<file path="src/rtl/hangman_pkg.sv">
// Shared types for the UART transmit arbiter: sequencer states and byte/index widths.
package hangman_pkg;

  localparam int BYTE_W = 8;
  localparam int ID_W   = 3;

  typedef enum logic [1:0] {
    IDLE,
    START,
    WAIT_ACCEPT,
    WAIT_DONE
  } tx_state_e;

endpackage

</file>
<file path="src/rtl/uart_tx_arbiter_if.sv">
// Requester-side and UART_Tx-side signals of the transmit arbiter.
interface uart_tx_arbiter_if #(
  parameter int NREQ = 4
);
  import hangman_pkg::*;

  logic [NREQ-1:0]        req_valid;
  logic [BYTE_W*NREQ-1:0] req_byte;
  logic [NREQ-1:0]        req_lock;
  logic [NREQ-1:0]        req_ack;
  logic                   tx_ctrl;
  logic [BYTE_W-1:0]      tx_byte;
  logic                   transmit_ready;
  logic [ID_W-1:0]        grant_id;
  logic                   busy;
  logic                   timeout_err;
  logic                   err_clr;

  modport slave (
    input  req_valid, req_byte, req_lock, transmit_ready, err_clr,
    output req_ack, tx_ctrl, tx_byte, grant_id, busy, timeout_err
  );

  modport master (
    output req_valid, req_byte, req_lock, transmit_ready, err_clr,
    input  req_ack, tx_ctrl, tx_byte, grant_id, busy, timeout_err
  );

endinterface

</file>
<file path="src/rtl/rr_arbiter.sv">
// Combinational round-robin winner select with an optional lock that reserves
// the grant for the last winner until its next byte shows up.
module rr_arbiter
  import hangman_pkg::*;
#(
  parameter int NREQ = 4
) (
  input  logic [NREQ-1:0] req_i,
  input  logic [ID_W-1:0] rr_ptr_i,
  input  logic            lock_hold_i,
  input  logic [ID_W-1:0] grant_id_i,
  output logic [ID_W-1:0] winner_o,
  output logic            any_grant_o
);

  logic [(1<<ID_W)-1:0] req_pad;
  logic [ID_W:0]        idx;

  assign req_pad = (1<<ID_W)'(req_i);

  always_comb begin
    winner_o    = '0;
    any_grant_o = 1'b0;
    idx         = '0;
    if (lock_hold_i) begin
      if (req_pad[grant_id_i]) begin
        winner_o    = grant_id_i;
        any_grant_o = 1'b1;
      end
    end else begin
      // scan farthest offset first so the nearest valid index from rr_ptr wins
      for (int k = NREQ - 1; k >= 0; k--) begin
        idx = {1'b0, rr_ptr_i} + (ID_W+1)'(k);
        if (idx >= (ID_W+1)'(NREQ)) idx = idx - (ID_W+1)'(NREQ);
        if (req_pad[idx[ID_W-1:0]]) begin
          winner_o    = idx[ID_W-1:0];
          any_grant_o = 1'b1;
        end
      end
    end
  end

endmodule

</file>
<file path="src/rtl/uart_tx_arbiter.sv">
// Shares one UART_Tx between NREQ byte sources: grants, launches the frame,
// waits for completion and flags a transmitter that never starts.
module uart_tx_arbiter
  import hangman_pkg::*;
#(
  parameter int NREQ    = 4,
  parameter int TIMEOUT = 16
) (
  input  logic             clk,
  input  logic             rst,
  uart_tx_arbiter_if.slave bus
);

  localparam int                CNT_W   = $clog2(TIMEOUT + 1);
  localparam logic [CNT_W-1:0]  CNT_MAX = CNT_W'(TIMEOUT);
  localparam logic [ID_W-1:0]   LAST_ID = ID_W'(NREQ - 1);

  tx_state_e         state_q, state_d;
  logic [CNT_W-1:0]  cnt_q, cnt_d;
  logic [NREQ-1:0]   req_ack_q, req_ack_d;
  logic [BYTE_W-1:0] tx_byte_q, tx_byte_d;
  logic [ID_W-1:0]   grant_id_q, grant_id_d;
  logic [ID_W-1:0]   rr_ptr_q, rr_ptr_d;
  logic              lock_hold_q, lock_hold_d;
  logic              err_q, err_d, err_set;
  logic [ID_W-1:0]   winner;
  logic              any_grant;

  rr_arbiter #(.NREQ(NREQ)) u_rr (
    .req_i       (bus.req_valid),
    .rr_ptr_i    (rr_ptr_q),
    .lock_hold_i (lock_hold_q),
    .grant_id_i  (grant_id_q),
    .winner_o    (winner),
    .any_grant_o (any_grant)
  );

  always_ff @(posedge clk or posedge rst) begin
    if (rst) begin
      state_q     <= IDLE;
      cnt_q       <= '0;
      req_ack_q   <= '0;
      tx_byte_q   <= '0;
      grant_id_q  <= '0;
      rr_ptr_q    <= '0;
      lock_hold_q <= 1'b0;
      err_q       <= 1'b0;
    end else begin
      state_q     <= state_d;
      cnt_q       <= cnt_d;
      req_ack_q   <= req_ack_d;
      tx_byte_q   <= tx_byte_d;
      grant_id_q  <= grant_id_d;
      rr_ptr_q    <= rr_ptr_d;
      lock_hold_q <= lock_hold_d;
      err_q       <= err_d;
    end
  end

  always_comb begin
    state_d     = state_q;
    cnt_d       = cnt_q;
    req_ack_d   = '0;
    tx_byte_d   = tx_byte_q;
    grant_id_d  = grant_id_q;
    rr_ptr_d    = rr_ptr_q;
    lock_hold_d = lock_hold_q;
    err_set     = 1'b0;
    case (state_q)
      IDLE: begin
        if (bus.transmit_ready && any_grant) begin
          for (int i = 0; i < NREQ; i++) begin
            if (ID_W'(i) == winner) begin
              req_ack_d[i] = 1'b1;
              tx_byte_d    = bus.req_byte[i*BYTE_W +: BYTE_W];
              lock_hold_d  = bus.req_lock[i];
            end
          end
          grant_id_d = winner;
          rr_ptr_d   = (winner == LAST_ID) ? '0 : winner + 1'b1;
          state_d    = START;
        end
      end
      START: begin
        cnt_d   = '0;
        state_d = WAIT_ACCEPT;
      end
      WAIT_ACCEPT: begin
        if (!bus.transmit_ready) begin
          state_d = WAIT_DONE;
        end else if (cnt_q == CNT_MAX) begin
          // transmitter never started: drop the byte and release any lock
          err_set     = 1'b1;
          lock_hold_d = 1'b0;
          state_d     = IDLE;
        end else begin
          cnt_d = cnt_q + 1'b1;
        end
      end
      WAIT_DONE: begin
        if (bus.transmit_ready) state_d = IDLE;
      end
      default: state_d = IDLE;
    endcase
    err_d = err_set ? 1'b1 : (bus.err_clr ? 1'b0 : err_q);
  end

  assign bus.req_ack     = req_ack_q;
  assign bus.tx_ctrl     = (state_q == START);
  assign bus.tx_byte     = tx_byte_q;
  assign bus.grant_id    = grant_id_q;
  assign bus.busy        = (state_q != IDLE);
  assign bus.timeout_err = err_q;

endmodule
</file>
<file path="src/flat_wrapper.sv">
// flat-port wrapper written by rule: the top's interface ports become plain ports
module uart_tx_arbiter_flat import hangman_pkg::*;
#(
  parameter int NREQ    = 4,
  parameter int TIMEOUT = 16
)
  (clk, rst, bus_req_valid, bus_req_byte, bus_req_lock, bus_transmit_ready, bus_err_clr, bus_req_ack, bus_tx_ctrl, bus_tx_byte, bus_grant_id, bus_busy, bus_timeout_err);
  uart_tx_arbiter_if #(.NREQ(NREQ)) bus_i ();
  input  logic clk;
  input  logic rst;
  input wire logic [$bits(bus_i.req_valid)-1:0] bus_req_valid;
  input wire logic [$bits(bus_i.req_byte)-1:0] bus_req_byte;
  input wire logic [$bits(bus_i.req_lock)-1:0] bus_req_lock;
  input wire logic [$bits(bus_i.transmit_ready)-1:0] bus_transmit_ready;
  input wire logic [$bits(bus_i.err_clr)-1:0] bus_err_clr;
  output wire logic [$bits(bus_i.req_ack)-1:0] bus_req_ack;
  output wire logic [$bits(bus_i.tx_ctrl)-1:0] bus_tx_ctrl;
  output wire logic [$bits(bus_i.tx_byte)-1:0] bus_tx_byte;
  output wire logic [$bits(bus_i.grant_id)-1:0] bus_grant_id;
  output wire logic [$bits(bus_i.busy)-1:0] bus_busy;
  output wire logic [$bits(bus_i.timeout_err)-1:0] bus_timeout_err;
  assign bus_i.req_valid = bus_req_valid;
  assign bus_i.req_byte = bus_req_byte;
  assign bus_i.req_lock = bus_req_lock;
  assign bus_i.transmit_ready = bus_transmit_ready;
  assign bus_i.err_clr = bus_err_clr;
  assign bus_req_ack = bus_i.req_ack;
  assign bus_tx_ctrl = bus_i.tx_ctrl;
  assign bus_tx_byte = bus_i.tx_byte;
  assign bus_grant_id = bus_i.grant_id;
  assign bus_busy = bus_i.busy;
  assign bus_timeout_err = bus_i.timeout_err;
  uart_tx_arbiter #(.NREQ(NREQ), .TIMEOUT(TIMEOUT)) u_core (.clk(clk), .rst(rst), .bus(bus_i));
endmodule
</file>
<file path="config.mk">
export PLATFORM = sky130hd
export DESIGN_NAME = uart_tx_arbiter_flat
export DESIGN_NICKNAME = d
export VERILOG_FILES = /design/src/rtl/hangman_pkg.sv /design/src/rtl/uart_tx_arbiter_if.sv /design/src/rtl/rr_arbiter.sv /design/src/rtl/uart_tx_arbiter.sv /design/src/flat_wrapper.sv
export SDC_FILE = /design/constraint.sdc
export NUM_CORES = 1
export LEC_CHECK = 0
export CORE_MARGIN = 2
export CORE_UTILIZATION = 46
export DETAILED_ROUTE_END_ITERATION = 6
export GPL_TIMING_DRIVEN = 0
export PLACE_DENSITY = 0.82
export SLEW_MARGIN = 25
export SYNTH_ARGS = -nofsm -noshare
export SYNTH_HDL_FRONTEND = slang
export SYNTH_SLANG_ARGS = --single-unit
</file>
<file path="constraint.sdc">
create_clock -name clk -period 3.8 [get_ports clk]
set_input_delay 0.95 -clock clk [delete_from_list [all_inputs] [get_ports clk]]
set_output_delay 0.95 -clock clk [all_outputs]
set_load 0.05 [all_outputs]
</file>
Word-level counts from Yosys, hierarchy flattened

Index checks and enable logic that the tools add are counted.

Register bits after elaboration: 27
Latch bits: 0
RAM bits: 0
Memory bits (read-only): 0
Logic and storage cells: 116
Memories kept: 0

Add/subtract/negate cells: 9
$mul: 0
Div/mod/pow operators: 0
$lt $le $gt $ge: 9
Equal/unequal tests: 15
Shift operators: 0
Muxes and demuxes: 62
Bitwise operators: 0
Reduce and logical (&&, ||, !) cells: 13

Operators with widths:

| operator                                                                            | number |
|---|---|
| 3-bit 2-to-1 mux                                                                    | 15 |
| 8-bit 2-to-1 mux                                                                    | 4 |
| 1-bit 2-to-1 mux                                                                    | 27 |
| 3-bit by 4-bit < comparator with 1-bit output, second input constant                | 5 |
| 1-bit binary-select mux with 3-bit select                                           | 5 |
| 4-bit by 3-bit greater-or-equal comparator with 1-bit output, second input constant | 3 |
| 3-bit subtractor, second input constant                                             | 4 |
| 5-bit 2-to-1 mux                                                                    | 2 |
| 5-bit one-hot mux with 2 select lines                                               | 1 |
| 3-bit AND reduction                                                                 | 3 |
| 3-bit by 2-bit adder with 4-bit output, second input constant                       | 2 |
| 2-bit 2-to-1 mux                                                                    | 4 |
| 4-bit 2-to-1 mux                                                                    | 2 |
| 2-bit one-hot mux with 4 select lines                                               | 1 |
| 2-bit nonzero test                                                                  | 4 |
| 2-bit by 3-bit equality test with 1-bit output, first input constant                | 2 |
| 2-bit inequality test, second input constant                                        | 3 |
| 5-bit by 1-bit adder with 5-bit output, second input constant                       | 1 |
| 5-bit equality test, second input constant                                          | 1 |
| 5-bit by 1-bit inequality test with 1-bit output, second input constant             | 1 |
| 5-bit AND reduction                                                                 | 1 |
| 3-bit by 1-bit adder with 4-bit output, second input constant                       | 1 |
| 2-bit equality test, second input constant                                          | 2 |
| 2-bit by 1-bit inequality test with 1-bit output, second input constant             | 2 |
| 12 further kinds                                                                    | 12 |

Depth between registers and ports, before layout

Depth in word-level cells: 18
Depth in mapped cells: 16

Cells and area by module

A second synthesis with hierarchy kept.

Cells, all modules: 194
Area, all modules: 1900.6 um^2

By module, submodules not included:

| module          | times used | cells each | area each (um^2) | sequential area each (um^2) |
|---|---|---|---|---|
| uart_tx_arbiter | 1          | 148        | 1486.4           | 675.6 |
| rr_arbiter      | 1          | 46         | 414.1            | 0.0 |

Least setup slack after synthesis

OpenSTA, ideal clock, no wires.

Kind: register -> register
From: register u_core.rr_ptr_q[0]
To: register u_core.tx_byte_q[1], in the netlist u_core.bus.tx_byte[1]
Data arrival time: 3.277 ns
Slack: 0.396 ns
Stages on the path, launching flop included: 14
Buffers on the path: 2
Period minus slack after synthesis: 3.404 ns
Path through: dfrtp_1 -> buf_6 -> inv_1 -> ha_1 -> buf_4 -> mux4_2 -> o21ai_2 -> or3_1 -> a211oi_2 -> inv_1 -> ha_1 -> o41ai_1 -> nor3_4 -> mux2_1

Longest elaborated chain between the ends: 15
Elaborated cells on any way between the ends: 47

Ends and longest elaborated chain:

| item                                                                                             | RTL line              | source |
|---|---|---|
| start, declared                                                                                  | uart_tx_arbiter.sv:23 | `logic [ID_W-1:0] rr_ptr_q, rr_ptr_d;` |
| start signal, assigned                                                                           | uart_tx_arbiter.sv:54 | `rr_ptr_q <= rr_ptr_d;` |
| 3-bit by 2-bit adder with 4-bit output                                                           | rr_arbiter.sv:33      | `idx = {1'b0, rr_ptr_i} + (ID_W+1)'(k);` |
| 4-bit by 3-bit greater-or-equal comparator with 1-bit output or 3-bit subtractor (tied branches) | rr_arbiter.sv:34      | `if (idx >= (ID_W+1)'(NREQ)) idx = idx - (ID_W+1)'(NREQ);` |
| 3-bit 2-to-1 mux                                                                                 | rr_arbiter.sv:34      |  |
| 3-bit 2-to-1 mux                                                                                 | rr_arbiter.sv:25      | `if (lock_hold_i) begin` |
| 1-bit binary-select mux with 3-bit select                                                        | rr_arbiter.sv:35      | `if (req_pad[idx[ID_W-1:0]]) begin` |
| 1-bit 2-to-1 mux (not written as such)                                                           | rr_arbiter.sv:35      |  |
| 3-bit 2-to-1 mux (3 in series)                                                                   | rr_arbiter.sv:35      |  |
| 3-bit 2-to-1 mux (*)                                                                             | rr_arbiter.sv:35      |  |
| 3-bit 2-to-1 mux (*)                                                                             | rr_arbiter.sv:25      |  |
| net u_core.u_rr.winner_o[1]                                                                      | rr_arbiter.sv:12      | `output logic [ID_W-1:0] winner_o,` |
| 1-bit by 3-bit equality test with 1-bit output                                                   | uart_tx_arbiter.sv:73 | `if (ID_W'(i) == winner) begin` |
| 8-bit 2-to-1 mux (3 in series)                                                                   | uart_tx_arbiter.sv:73 |  |
| end signal, assigned                                                                             | uart_tx_arbiter.sv:52 | `tx_byte_q <= tx_byte_d;` |
| end, declared                                                                                    | uart_tx_arbiter.sv:21 | `logic [BYTE_W-1:0] tx_byte_q, tx_byte_d;` |

Mark *: on every way through the listed nets, which the timed path passes. The rest lies on a longest branch. The select of a mux whose other input is x is not followed.
A chain may end at the register's enable or synchronous reset.

Worst setup path after layout

From: input bus_req_valid[3]
To: register u_core.tx_byte_q[6], in the netlist u_core.bus.tx_byte[6]

Longest elaborated chain between the ends: 11
Elaborated cells on any way between the ends: 32

Ends and longest elaborated chain:

| item                                           | RTL line              | source |
|---|---|---|
| start, declared                                | flat_wrapper.sv:11    | `input wire logic [$bits(bus_i.req_valid)-1:0] bus_req_valid;` |
| 1-bit binary-select mux with 3-bit select      | rr_arbiter.sv:35      |  |
| 1-bit 2-to-1 mux (not written as such)         | rr_arbiter.sv:35      |  |
| 3-bit 2-to-1 mux (4 in series)                 | rr_arbiter.sv:35      |  |
| 3-bit 2-to-1 mux (*)                           | rr_arbiter.sv:25      |  |
| net u_core.u_rr.winner_o[1]                    | rr_arbiter.sv:12      |  |
| 1-bit by 3-bit equality test with 1-bit output | uart_tx_arbiter.sv:73 |  |
| 8-bit 2-to-1 mux (3 in series)                 | uart_tx_arbiter.sv:73 |  |

Marked as above.

==> run metrics <==
final slew viol count=0; I/O Pins=62; CTS Root Cell=clkbuf_8; Ys Warns=0; worst slack at placement=-0.789 ns; Final Hold Vio Count=0; die width=68.2 um; power per cell area=948 nW/um^2; reg2reg start=u_core.rr_ptr_q[0]; Slew headroom=0.514; slack of the critical path=0.240 ns; Clock H-tree levels=1; clk sinks=27; final core occ=0.671; post-synth net total=246; PortBufs=61; Tcrit/Tclk final=0.937; Most used DFF post-synth=dfrtp_1; Yosys cell types=45; core area=3970 um^2; floorplan row count=23; max incr delay on CP=0.39 ns; ys async rst share=1.00; Startpoint Class=primary input; hold-fix buffer count after cts=0; initial antenna violation count=0; register area share after synthesis=0.356; Leak=1.16 nW; share of layout cells above drive strength 1=0.168; FF-to-FF path depth=16; Multi-input gate area=1140 um^2; Crit path required time=3.96 ns; clock skew=0.00523 ns; Final setup viols=0; drc violations=0; # fillers=313; status=completed; routed via count=1,691; RSZ-0062 raised after global routing=false; WHS Endpoint=u_core.bus.tx_byte[6]; Die ar.=4650 um^2; Sw Pwr=1.25 mW; Post-Syn Area=1900 um^2; GRT Util Overall=0.215; Min-Delay Startpoint=u_core.bus.tx_byte[6]; number of enable flip-flop cells after synthesis=0; M1 WL=2030 um; largest delay contributor family on the critical path=multiplexers; Mapped Cells=194; TritonCTS buffer count=3; largest net degree at the start of global routing=28; Post-DP HPWL=3500 um; Clock Latency Late Sink=0.27 ns; Final min period=3.56 ns; maximum clock insertion buffer count=2; Int Pwr=1.28 mW; Hold Crit Class=reg2reg; most common cell after layout, fill and taps aside=clkdlybuf4s50_1; nets@finish=315; Top Layer Used=met4; fmax=281 MHz; Antenna Cells=0; Starting Density=0.478; Critical Path Fanout Max=10; initial DRC count=60; R2R Path End=u_core.bus.tx_byte[6]; most frequent cells in the layout=clkdlybuf4s50_1 (57), dfrtp_1 (27), nor2_1 (18); sequential cell area=676 um^2; DR pass1 iterations=5; y dimension of the die=68.2 um; first-pass GRT wire length=7530 um; max_cap viols=0; vias in the first global route=1,676; Via density=5.42; Setup CP Type=in2reg; final wirelength=4670 um; Clk pin slew, worst setup/hold paths=0.09 ns; TritonCTS clock tree=built; worst slew pin tran=0.719 ns; grt total ovfl=0; FF-to-FF setup slack=0.28 ns; switching share of power=0.495; worst-path cell chain=dlygate4sd2_1, mux4_2, o21ai_2, or3_1, a211oi_4, inv_1, ha_1, clkbuf_4, mux2i_1, nor2_1, a21oi_1, o21ai_0, mux2_1; mean area per synthesized cell=9.78 um^2; WL met2=2280 um; routability cong.=0.794; CP Capture Type=flop; Slowest-stage cell, CP=or3_1; hold path depth=1; clock share of power=0.065; DRT antenna net count=0; DR WL/cell=15.0 um; Worst VDD drop=0.548 mV; combinational share of power=0.750; met3 routed WL=275 um; #FFs+latches synth=27; CP Buf/Inv Count=3; crit path DAT=3.72 ns; synth-to-layout area growth=40.4%; Seq pwr share=0.185
## per-stage QoR
stage          TNS, ns  std cells  total power [mW]  cell area, um^2  hold slack [ns]
2_1_floorplan        0        194              1.77             1900            0.496
3_3_place_gp     -5.51        305              2.19             2570            0.468
3_5_place_dp     -7.11        305              2.24             2570            0.485
4_1_cts              0        311              2.51             2650            0.519
5_1_grt              0        312              2.70             2660            0.535
6_report             0        312              2.53             2660            0.512
## cell families (layout without fill, tap and decap cells)
kind of cell / count (synthesis) / in the layout / synth area share
adders and majority gates: 8 / 8 / 0.0528
and+or+nand+nor: 57 / 57 / 0.159
muxes: 33 / 33 / 0.195
xor gates and xnor gates: 3 / 3 / 0.0139
DFF: 27 / 27 / 0.356
buffers and inverters: 21 / 89 / 0.0554
AOI/OAI and AO/OA: 45 / 45 / 0.168
## layer usage
metal | global-route usage | up-vias
met1 | 0.273 | 797
met3 | 0.0428 | 11
met5 | 0 | -
met2 | 0.371 | 61
li1 | - | 822
met4 | 0.0625 | 0
## cell type report
class	instances	share of cell area
Multi-Input combinational cell	146	0.427
Sequential cell	27	0.254
Timing Repair Buffer	64	0.237
Buffer	11	0.0277
Tap cell	50	0.0235
Clock buffer	4	0.0169
Inverter	10	0.0141
## how the worst max path moves through the flow
| stage | cells after the start | endpoint | slack, ns | startpoint |
|---|---|---|---|---|
| 2_1_floorplan | 13 | u_core.bus.tx_byte[1] | 0.40 | u_core.rr_ptr_q[0] |
| 3_5_place_dp | 12 | u_core.bus.tx_byte[6] | -0.79 | bus_req_valid[2] |
| 5_1_grt | 13 | u_core.bus.tx_byte[1] | 0.1 | bus_req_valid[3] |
| 3_3_place_gp | 12 | u_core.lock_hold_q | -0.65 | bus_req_valid[3] |
| 6_report | 13 | u_core.bus.tx_byte[6] | 0.24 | bus_req_valid[3] |
| 4_1_cts | 13 | u_core.bus.tx_byte[6] | 0.002 | bus_req_valid[0] |
## power groups by stage
stage	clock (mW)	sequential [mW]	combinational [mW]
after CTS	0.166	0.467	1.87
final	0.165	0.467	1.89
after floorplan	0	0.675	1.10
after global routing	0.183	0.481	2.04
after global placement	0	0.467	1.72
after detailed placement	0	0.471	1.77
## synth_stat cells, types with 2 or more instances
cell	n	area share
mux2_2	11	0.065
mux2_1	3	0.018
nor3_1	3	0.0079
nand2_1	13	0.026
o22ai_1	2	0.0066
a21o_1	2	0.0079
a211oi_1	2	0.0079
and2_2	4	0.016
nor2b_1	3	0.0099
mux2i_1	16	0.084
ha_1	8	0.053
clkbuf_1	7	0.014
a22o_1	2	0.0092
buf_6	3	0.018
o31ai_1	2	0.0079
o21ai_0	14	0.037
nand2b_1	4	0.013
nand3_1	2	0.0053
xor2_1	3	0.014
inv_1	10	0.020
a21oi_1	9	0.024
nor2_1	18	0.036
o21ai_2	2	0.0092
and2b_1	2	0.0079
nand4_1	2	0.0066
mux2_4	2	0.016
dfrtp_1	27	0.36
## worst register-to-register path, delay by kind of cell (launching register included)
family	cells	cell delay, ns
AO/OA/AOI/OAI	4	0.56
adder cells (fa/ha/maj)	2	0.55
buffers and inverters	5	0.75
flip-flops	1	0.37
multiplexers	3	0.74
AND/OR/NAND/NOR	2	0.44
## repair_timing
item / in CTS / in global routing
pin swaps: 1 / 2
buffers inserted: 2 / 1
setup endpoints to repair: 9 / 9
resized for setup: 11 / 2
gates cloned: 0 / 0
## registers in the layout, indices dropped and copies added, names as in the netlist
name	cells
u_core.rr_ptr_q	3
u_core.cnt_q	5
u_core.bus.timeout_err	1
u_core.lock_hold_q	1
u_core.bus.grant_id	3
u_core.bus.tx_byte	8
u_core.state_q	2
u_core.bus.req_ack	4
No activity file was read; power rests on OpenSTA's default activity.
